<file path="config.mk">
export PLATFORM = sky130hd
export DESIGN_NAME = flex_down_counter
export DESIGN_NICKNAME = d
export VERILOG_FILES = /design/src/rtl/flex_counter_pkg.sv /design/src/rtl/flex_down_counter.sv
export SDC_FILE = /design/constraint.sdc
export NUM_CORES = 1
export LEC_CHECK = 0
export CAP_MARGIN = 20
export CELL_PAD_IN_SITES_DETAIL_PLACEMENT = 1
export CELL_PAD_IN_SITES_GLOBAL_PLACEMENT = 2
export CORE_MARGIN = 5
export CORE_UTILIZATION = 28
export DETAILED_ROUTE_END_ITERATION = 12
export PLACE_DENSITY = 0.8
export SYNTH_ARGS = -nofsm -noshare
export SYNTH_HDL_FRONTEND = slang
export SYNTH_SLANG_ARGS = --single-unit
</file>
<file path="constraint.sdc">
create_clock -name clk -period 2.3 [get_ports clk]
set_clock_uncertainty 0.05 [all_clocks]
set_input_delay 0.345 -clock clk [delete_from_list [all_inputs] [get_ports clk]]
set_output_delay 0.345 -clock clk [all_outputs]
set_load 0.05 [all_outputs]
</file>
<file path="src/rtl/flex_counter_pkg.sv">
// Shared definitions for the flex counter family (up and down counters).
package flex_counter_pkg;

    // Width used by flex_counter and flex_down_counter unless overridden
    localparam int DEFAULT_NUM_BITS = 4;

    // Down-counter control states
    typedef enum logic [1:0] {
        IDLE = 2'd0,
        RUN  = 2'd1,
        DONE = 2'd2
    } down_state_t;

endpackage

</file>
<file path="src/rtl/flex_down_counter.sv">
// Programmable down-counting timer: loads a start value, decrements once
// per enabled cycle, flags expiry at zero and optionally auto-reloads so
// it can produce periodic ticks.
module flex_down_counter
    import flex_counter_pkg::*;
#(
    parameter int NUM_BITS = DEFAULT_NUM_BITS
) (
    input  logic                clk,
    input  logic                rst,
    input  logic                clear,
    input  logic                load,
    input  logic [NUM_BITS-1:0] load_val,
    input  logic                count_enable,
    input  logic                auto_reload,
    output logic [NUM_BITS-1:0] count_out,
    output logic                busy,
    output logic                expired_flag,
    output logic                expire_pulse
);

    localparam logic [NUM_BITS-1:0] ZERO = '0;
    localparam logic [NUM_BITS-1:0] ONE  = NUM_BITS'(1);

    down_state_t         state;
    down_state_t         next_state;
    logic [NUM_BITS-1:0] reload_reg;
    logic [NUM_BITS-1:0] next_count;
    logic [NUM_BITS-1:0] next_reload;
    logic                next_pulse;
    logic                next_busy;
    logic                next_expired;

    // Next-state, next-count and expiry decode; clear beats load beats counting
    always_comb begin
        next_state  = state;
        next_count  = count_out;
        next_reload = reload_reg;
        next_pulse  = 1'b0;

        if (clear) begin
            next_state = IDLE;
            next_count = ZERO;
        end else if (load) begin
            next_reload = load_val;
            next_count  = load_val;
            next_state  = (load_val == ZERO) ? IDLE : RUN;
        end else begin
            case (state)
                IDLE: begin
                    next_state = IDLE;
                end
                RUN: begin
                    if (count_enable) begin
                        if (count_out > ONE) begin
                            next_count = count_out - ONE;
                        end else if (count_out == ONE) begin
                            next_pulse = 1'b1;
                            if (auto_reload) begin
                                next_count = reload_reg;
                            end else begin
                                next_count = ZERO;
                                next_state = DONE;
                            end
                        end else begin
                            // A zero count while running is never decremented;
                            // fall back to IDLE rather than underflow.
                            next_state = IDLE;
                        end
                    end
                end
                DONE: begin
                    next_count = ZERO;
                end
                default: begin
                    next_state = IDLE;
                    next_count = ZERO;
                end
            endcase
        end

        next_busy    = (next_state == RUN);
        next_expired = (next_state == DONE);
    end

    // State, count, reload value and registered status outputs
    always_ff @(posedge clk) begin
        if (rst) begin
            state        <= IDLE;
            count_out    <= ZERO;
            reload_reg   <= ZERO;
            busy         <= 1'b0;
            expired_flag <= 1'b0;
            expire_pulse <= 1'b0;
        end else begin
            state        <= next_state;
            count_out    <= next_count;
            reload_reg   <= next_reload;
            busy         <= next_busy;
            expired_flag <= next_expired;
            expire_pulse <= next_pulse;
        end
    end

endmodule
</file>
==> results.cfg, run 1 <==
[critical_path]
critPathSlowestCell = or4b_1
max_stage_delay_ns = 0.53
worstReg2RegEnd = count_out[1]$_SDFFE_PP0P_
cp_max_fo = 8
start_kind = flop
worstPathArrival_ns = 2.25
r2r_slack_ns = 0.16
crit_type = reg2reg
rr_worst_depth = 6
cp.required_ns = 2.41
worstReg2RegStart = count_out[1]$_SDFFE_PP0P_
worstPathCellList = inv_1 > ha_1 > or4b_1 > a311o_1 > o21ai_1 > a21oi_1
cp-end-kind = flop

[synthesis]
synthesis.nets = 113
synth-adder-area-share_pct = 9.569
syn_avg_cell_area_sq_um = 8.088
ys.flop_type = dfxtp_1
seq_area_frac_synth_pct = 33.17
ys_ff_latch = 13
synth_top_family_by_area = simple AND/OR/NAND/NOR gates
async_reset_ff_share_pct = 0
netlist_area_sq_um = 784.5
synthMuxAreaShare_pct = 6.380
synth-edff-count = 0
synth-simple-area-share_pct = 26.95
synth_compound_area_share_pct = 19.14
netlist-cell-type-count = 31
ys_warn_count = 0
netlist_instances = 97
synth_xor_area_share_pct = 0

[timing]
tightest_slew_ns = 0.4996
relSlewSlack_pct = 66.59
timing.final.crit_share_pct = 93.01
fin_crit_ns = 2.139
whs_ns = 0.4667
fin_ws_ns = 0.1608
tns_ns = 0
finalMaxSlewViolations = 0
grt_setup_unrepaired = false
fmax_mhz = 467.5
finalSetupViolCount = 0
hold_viol_final = 0

[clocking]
path_clk_slew_ns = 0.08
cts_made_buffers = 3
cts.sinks = 13
cts_resized = 0
cts_root_buf = clkbuf_4
cts_tree = done
clk_latency_ns = 0.27
clockBufferDepth = 2
postCtsSetupRepairBufs = 0
htreeDepth = 1
ctsHoldBuffers = 0

[floorplanning]
dieWidth_um = 62.93
initial_core_util_pct = 28.95
die_h_um = 62.93
core_sq_um = 2710
ios = 17
rows = 19
die_area_sq_um = 3960

[status]
status = complete, no violations

[global_route]
first_global_vias = 830
grt_max_degree = 10
grt_pass1_wl_um = 3933
gr-total-overflow = 0
antenna_found_initial = 0
grtUsageTotal_pct = 12.00

[drt]
viasPerCell = 5.224
drt-initial-drc-count = 21
drtAntennaViolNets = 0
wire_per_inst_um = 15.44
drt_wl_total_um = 2270
drtPass1Iterations = 2
num_vias = 768
drcViolationCount = 0

[hold_path]
min_path_cells = 2
min_to = reload_reg[0]$_SDFFE_PP0P_
min_from = reload_reg[0]$_SDFFE_PP0P_
hp-class = reg2reg

[pwr]
power_frac_seq_pct = 48.4
ir_drop_uv = 306.6
power_switching_mw = 0.1527
power_mw = 0.5022
power.leakage_nw = 0.3869
switching_share_pct = 30.42
internal-power_mw = 0.3494
power_frac_comb_pct = 22.3
p_per_area_nw_per_um2 = 494.9
pwr-share-clk_pct = 29.3

[layout]
drive_above_1_share_pct = 6.897
instances_no_fill = 147
n_antenna_cell = 0
fin_area_sq_um = 1015
layout.nets = 133
syn_to_final_growth_pct = 29.35
finish.utilization_pct = 37.44

[placement]
dp_hpwl_um = 1813
pre_cts_ws_ns = 0.1787
gp_congestion = 0.7531
placedCellCount = 143
place_area_sq_um = 988.4
io_buffers = 16

[run]
drv_cap = 0
metal layers:
| metal | up-vias | part of all wire (%) | track usage, % |
|---|---|---|---|
| li1 | 390 | - | - |
| met1 | 367 | 49 | 16.14 |
| met2 | 11 | 48 | 19.36 |
| met3 | 0 | 3.2 | 2.338 |
| met4 | 0 | 0 | 3.183 |
| met5 | - | 0 | 0 |
power groups by stage:
stage	sequential (mW)	combinational (mW)	clock, mW
finish	0.243	0.112	0.147
global route	0.244	0.123	0.164
CTS	0.243	0.113	0.154
detailed placement	0.248	0.112	0
global placement	0.248	0.110	0
floorplan	0.259	0.0539	0
layout by cell type, fill, tap and decap left out, types with 3 or more instances in the layout:
cell type,instances
dfxtp_1,12
o21ai_1,3
nor4_1,4
nand2b_1,4
clkbuf_4,3
a21oi_1,4
ha_1,6
nor2_1,12
clkdlybuf4s50_1,16
a31oi_1,4
nor3_1,3
inv_1,7
nand2_1,9
mux2i_1,5
critical path: cells and delay by family (launching register included):
family,cells,cell delay (ns)
buffers and inverters,1,0.07
and+or+nand+nor,1,0.53
adders and majority gates,1,0.28
AOI/OAI and AO/OA,3,0.70
DFF,1,0.38
cells in the mapped netlist (2+ instances only):
library cell / instances / share of area (%)
nor2b_1: 2 / 1.6
nor2_1: 12 / 5.7
nand2_1: 9 / 4.3
ha_1: 6 / 9.6
inv_1: 7 / 3.3
mux2i_1: 5 / 6.4
dfxtp_1: 13 / 33
a31oi_1: 4 / 3.2
o21ai_0: 2 / 1.3
nor3_1: 3 / 1.9
nand2b_1: 4 / 3.2
nor4_1: 4 / 3.2
o21ai_1: 3 / 1.9
clkbuf_1: 3 / 1.4
a21oi_1: 4 / 2.6
worst max path at each step:
stage	slack, ns	startpoint	to	cells past startpoint
after global routing	0.06	count_out[1]$_SDFFE_PP0P_	count_out[0]$_SDFFE_PP0P_	6
after global placement	0.28	count_out[1]$_SDFFE_PP0P_	count_out[0]$_SDFFE_PP0P_	6
final	0.16	count_out[1]$_SDFFE_PP0P_	count_out[1]$_SDFFE_PP0P_	6
after CTS	0.16	count_out[1]$_SDFFE_PP0P_	count_out[0]$_SDFFE_PP0P_	6
after detailed placement	0.18	count_out[1]$_SDFFE_PP0P_	count_out[1]$_SDFFE_PP0P_	6
after floorplan	0.15	count_out[0]$_SDFFE_PP0P_	count_out[3]$_SDFFE_PP0P_	5
kinds of logic (layout without fill, tap and decap cells):
| family | after synthesis | in the layout |
|---|---|---|
| fa+ha+maj | 6 | 6 |
| simple gates | 41 | 41 |
| compound gates | 22 | 22 |
| mux | 5 | 5 |
| flops | 13 | 13 |
| buf+inv | 10 | 29 |
cell type report:
| class | count | area, sq um |
|---|---|---|
| clock buffers | 4 | 26.28 |
| inverters | 7 | 26.28 |
| well taps | 31 | 38.79 |
| fillers | 347 | 1695 |
| flip-flops and latches | 13 | 261.5 |
| repair buffers | 18 | 175.2 |
| multi-input cells | 74 | 486.7 |
No activity file was read; power rests on OpenSTA's default activity.
==> run 2: changes to the inputs <==
--- a/config.mk
+++ b/config.mk
@@ -12,6 +12,7 @@
 export CORE_UTILIZATION = 28
 export DETAILED_ROUTE_END_ITERATION = 12
 export PLACE_DENSITY = 0.8
+export REMOVE_ABC_BUFFERS = 1
 export SYNTH_ARGS = -nofsm -noshare
 export SYNTH_HDL_FRONTEND = slang
 export SYNTH_SLANG_ARGS = --single-unit
==> run 2 against run 1 <==
Setup slack improved by 0.088 ns. Clock power hardly changed. Die area stayed put. Critical endpoint is now count_out[0]$_SDFFE_PP0P_. Largest power group unchanged.
==> results.cfg, run 2 (synthesis gave the netlist of run 1 again) <==
[floorplanning]
initial_core_util_pct = 28.95
die_area_sq_um = 3960
die_h_um = 62.93
rows = 19
ios = 17
dieWidth_um = 62.93
core_sq_um = 2710

[clocking]
clockBufferDepth = 2
cts_made_buffers = 3
clk_latency_ns = 0.28
postCtsSetupRepairBufs = 0
ctsHoldBuffers = 0
cts_tree = done
path_clk_slew_ns = 0.08
cts_root_buf = clkbuf_4
htreeDepth = 1
cts_resized = 0
cts.sinks = 13

[timing]
hold_viol_final = 0
relSlewSlack_pct = 66.25
tightest_slew_ns = 0.5047
timing.final.crit_share_pct = 89.17
finalMaxSlewViolations = 0
fin_crit_ns = 2.051
whs_ns = 0.4541
finalSetupViolCount = 0
grt_setup_unrepaired = false
fin_ws_ns = 0.2490
fmax_mhz = 487.6

[placement]
place_area_sq_um = 994.7
placedCellCount = 144
pre_cts_ws_ns = 0.2399
io_buffers = 16
dp_hpwl_um = 1733
gp_congestion = 0.7797

[status]
status = complete, no violations

[global_route]
grtUsageTotal_pct = 11.63
antenna_found_initial = 0
grt_max_degree = 11
grt_pass1_wl_um = 3760
gr-total-overflow = 0
first_global_vias = 825

[critical_path]
r2r_slack_ns = 0.25
cp_max_fo = 7
crit_end = count_out[0]$_SDFFE_PP0P_
worstReg2RegStart = count_out[1]$_SDFFE_PP0P_
worstReg2RegEnd = count_out[0]$_SDFFE_PP0P_
cp.required_ns = 2.41
rr_worst_depth = 6
cp-end-kind = flop
crit_type = reg2reg
crit_start = count_out[1]$_SDFFE_PP0P_
start_kind = flop
worstPathArrival_ns = 2.16

[pwr]
pwr-share-clk_pct = 29.0
power_switching_mw = 0.1483
switching_share_pct = 29.78
p_per_area_nw_per_um2 = 487.9
power_mw = 0.4982
ir_drop_uv = 373.5
internal-power_mw = 0.3498
power.leakage_nw = 0.3924
power_frac_seq_pct = 48.6
power_frac_comb_pct = 22.4

[layout]
layout.nets = 134
drive_above_1_share_pct = 6.838
fin_area_sq_um = 1021
mostFrequentLayoutCells = clkdlybuf4s50_1, dfxtp_1, nor2_1
fill_cells = 346
layout_commonest_cell = clkdlybuf4s50_1
syn_to_final_growth_pct = 30.14
instances_no_fill = 148
n_antenna_cell = 0

[drt]
drtAntennaViolNets = 0
viasPerCell = 5.101
num_vias = 755
drt_wl_total_um = 2200
wire_per_inst_um = 14.86
drt-initial-drc-count = 9
drcViolationCount = 0
drtPass1Iterations = 3

[run]
drv_cap = 0

[hold_path]
hp-class = reg2reg
==> run 2: cell types whose count changed in the layout (fill, tap and decap cells not counted) <==
cell,previous run,this run
dfxtp_1,12,13
dfxtp_2,1,0
buf_4,2,3
==> run 2: cell type report <==
cell class              count  area, sq um  area share (%)
flip-flops and latches     13        260.3           25.49
inverters                   7        26.28           2.574
multi-input cells          74        486.7           47.67
repair buffers             19        182.7           17.89
clock buffers               4        26.28           2.574
well taps                  31        38.79           3.799
==> run 2: worst min-delay path by stage <==
stage / from / to / cells past startpoint / slack [ns]
2_1_floorplan: rst / reload_reg[0]$_SDFFE_PP0P_ / 1 / 0.37
3_3_place_gp: reload_reg[0]$_SDFFE_PP0P_ / reload_reg[0]$_SDFFE_PP0P_ / 2 / 0.43
3_5_place_dp: reload_reg[1]$_SDFFE_PP0P_ / reload_reg[1]$_SDFFE_PP0P_ / 2 / 0.44
4_1_cts: reload_reg[0]$_SDFFE_PP0P_ / reload_reg[0]$_SDFFE_PP0P_ / 2 / 0.46
5_1_grt: reload_reg[0]$_SDFFE_PP0P_ / reload_reg[0]$_SDFFE_PP0P_ / 2 / 0.49
6_report: reload_reg[1]$_SDFFE_PP0P_ / reload_reg[1]$_SDFFE_PP0P_ / 2 / 0.45
==> run 2: stage by stage <==
| stage | util [%] | TNS, ns |
|---|---|---|
| 4_1_cts | 37.67 | 0 |
| 5_1_grt | 37.67 | 0 |
| 3_5_place_dp | 36.70 | 0 |
| 6_report | 37.67 | 0 |
| 3_3_place_gp | 36.70 | 0 |
| 2_1_floorplan | - | -0.09287 |
==> run 2: power groups by stage <==
| stage | sequential (mW) | combinational [mW] | clock (mW) |
|---|---|---|---|
| after global routing | 0.243 | 0.123 | 0.157 |
| final | 0.242 | 0.112 | 0.144 |
| after CTS | 0.242 | 0.113 | 0.152 |
| after global placement | 0.247 | 0.111 | 0 |
| after detailed placement | 0.247 | 0.112 | 0 |
| after floorplan | 0.259 | 0.0499 | 0 |
==> run 2: metal layers <==
metal	part of all wire (%)	wire length, um	track usage, %	vias up
met5	0	0	0	-
met4	0.95	21	5.570	0
met3	2.6	57	1.619	2
met2	48	1053	19.87	9
met1	49	1068	14.07	356
li1	-	-	-	388
==> run 2: worst max-delay path, cell delays in order, from the launching register on <==
cell and delay [ns]:
dfxtp_1 0.42, inv_1 0.08, ha_1 0.19, or4b_1 0.50
a311o_1 0.48, o21ai_1 0.16, a31oi_1 0.05
==> run 3: changes to the inputs <==
--- a/config.mk
+++ b/config.mk
@@ -9,9 +9,9 @@
 export CELL_PAD_IN_SITES_DETAIL_PLACEMENT = 1
 export CELL_PAD_IN_SITES_GLOBAL_PLACEMENT = 2
 export CORE_MARGIN = 5
-export CORE_UTILIZATION = 28
+export CORE_UTILIZATION = 25
 export DETAILED_ROUTE_END_ITERATION = 12
-export PLACE_DENSITY = 0.8
+export PLACE_DENSITY = 0.75
 export REMOVE_ABC_BUFFERS = 1
 export SYNTH_ARGS = -nofsm -noshare
 export SYNTH_HDL_FRONTEND = slang
==> constraint.sdc (replaced) <==
create_clock -name clk -period 1.8 [get_ports clk]
set_clock_uncertainty 0.05 [all_clocks]
set_input_delay 0.27 -clock clk [delete_from_list [all_inputs] [get_ports clk]]
set_output_delay 0.27 -clock clk [all_outputs]
set_load 0.05 [all_outputs]
==> run 3 against run 2 <==
Sequential power grew 26%. Via count up 10%. Cell area up 12%. Sequential share of layout area is 2.3 points lower. Fmax up 14%. Clock power up 33%. Sequential cell count unchanged. Non-clock buffer count grew 11. Total power up 35%. Setup slack got worse by 0.25 ns.
==> results.cfg, run 3 (synthesis gave the netlist of run 1 again) <==
[placement]
dp_hpwl_um = 1932
gp_congestion = 0.7934
pre_cts_ws_ns = -0.1033
place_area_sq_um = 1071
io_buffers = 16

[pwr]
switching_share_pct = 30.68
power.leakage_nw = 0.4588
power_switching_mw = 0.2068
power_frac_seq_pct = 45.3
ir_drop_uv = 397.6
pwr-share-clk_pct = 28.3
power_frac_comb_pct = 26.4
internal-power_mw = 0.4672
p_per_area_nw_per_um2 = 588.7

[timing]
fin_ws_ns = 0.002456
relSlewSlack_pct = 66.84
tightest_slew_ns = 0.4959
tns_ns = 0
finalSetupViolCount = 0
fin_crit_ns = 1.798
timing.final.crit_share_pct = 99.86
finalMaxSlewViolations = 0
grt_setup_unrepaired = true
hold_viol_final = 0
fmax_mhz = 556.3

[layout]
layout.nets = 145
finish.utilization_pct = 37.81
drive_above_1_share_pct = 26.56
layout_commonest_cell = buf_4
mostFrequentLayoutCells = buf_4, nor2_1, dfxtp_1
n_antenna_cell = 0
fin_area_sq_um = 1145
fill_cells = 361
syn_to_final_growth_pct = 45.93

[floorplanning]
ios = 17
die_h_um = 66.02
initial_core_util_pct = 25.91
die_area_sq_um = 4358
dieWidth_um = 66.02
core_sq_um = 3028
rows = 20

[drt]
drcViolationCount = 0
drtPass1Iterations = 4
num_vias = 832
drt-initial-drc-count = 58
drt_wl_total_um = 2425
viasPerCell = 4.837
wire_per_inst_um = 14.10
drtAntennaViolNets = 0

[critical_path]
start_kind = flop
crit_type = reg2reg
cp_max_fo = 7
worstPathArrival_ns = 1.96
cp.required_ns = 1.96
worstReg2RegStart = count_out[1]$_SDFFE_PP0P_
crit_start = count_out[1]$_SDFFE_PP0P_
cp-end-kind = flop

[run]
drv_cap = 0

[global_route]
gr-total-overflow = 0
busiest_layer = met2
grtUsageTotal_pct = 11.82
globalRouteMet1Util_pct = 16.80
first_global_vias = 830
grt_pass1_wl_um = 3967
grt_max_degree = 10
met3_usage_pct = 1.020
antenna_found_initial = 0
met2_usage_pct = 18.27

[hold_path]
min_from = reload_reg[0]$_SDFFE_PP0P_
hp-class = reg2reg

[status]
status = complete, no violations

[clocking]
path_clk_slew_ns = 0.09
clk_latency_ns = 0.28
cts.sinks = 13
ctsHoldBuffers = 0
cts_made_buffers = 3
cts_root_buf = clkbuf_4
clockBufferDepth = 2
htreeDepth = 1
cts_tree = done
## run 3: final cells by class
cell class | count | area [sq um] | share of cell area (%)
flip-flops and latches | 13 | 265.3 | 23.17
repair buffers | 30 | 250.2 | 21.86
multi-input cells | 74 | 521.8 | 45.57
inverters | 7 | 26.28 | 2.295
clock buffers | 4 | 26.28 | 2.295
well taps | 44 | 55.05 | 4.809
## run 3: metal layers
| metal | share of wire, % | vias up |
|---|---|---|
| met2 | 45 | 16 |
| met5 | 0 | - |
| li1 | - | 410 |
| met1 | 51 | 402 |
| met3 | 2.5 | 4 |
| met4 | 1.5 | 0 |
## run 3: worst max-delay path, cell delays in order, from the launching register on
cell and delay (ns):
dfxtp_2 0.34, inv_2 0.06, ha_4 0.15, or4b_4 0.49, a311o_1 0.37, buf_4 0.17, a21oi_2 0.10
## run 3: final timing paths
check	end	slack [ns]	depth (start not counted)
worst min-delay path	reload_reg[0]$_SDFFE_PP0P_	0.46	2
worst max-delay path	count_out[1]$_SDFFE_PP0P_	0.002	6
worst min register to register	reload_reg[0]$_SDFFE_PP0P_	0.46	2
worst max register to register	count_out[1]$_SDFFE_PP0P_	0.002	6
## run 3: power groups by stage
stage | registers (mW) | logic [mW] | clock network [mW]
after floorplan | 0.331 | 0.0637 | 0
after global placement | 0.311 | 0.164 | 0
after detailed placement | 0.311 | 0.166 | 0
after CTS | 0.305 | 0.170 | 0.197
after global routing | 0.306 | 0.193 | 0.217
final | 0.305 | 0.178 | 0.191
## run 3: repair_timing
item                                    in CTS  in global routing
pin swaps                                    2                  4
setup buffers                                0                  1
gates resized for setup                      3                 10
endpoints found under the setup margin       4                  6
## run 3: stage by stage
stage	hold WS, ns	total power, mW	cells
floorplan	0.2924	0.3948	94
global placement	0.4349	0.4743	167
detailed placement	0.4426	0.4768	167
CTS	0.4648	0.6715	171
global route	0.5098	0.7161	172
finish	0.4589	0.6740	172
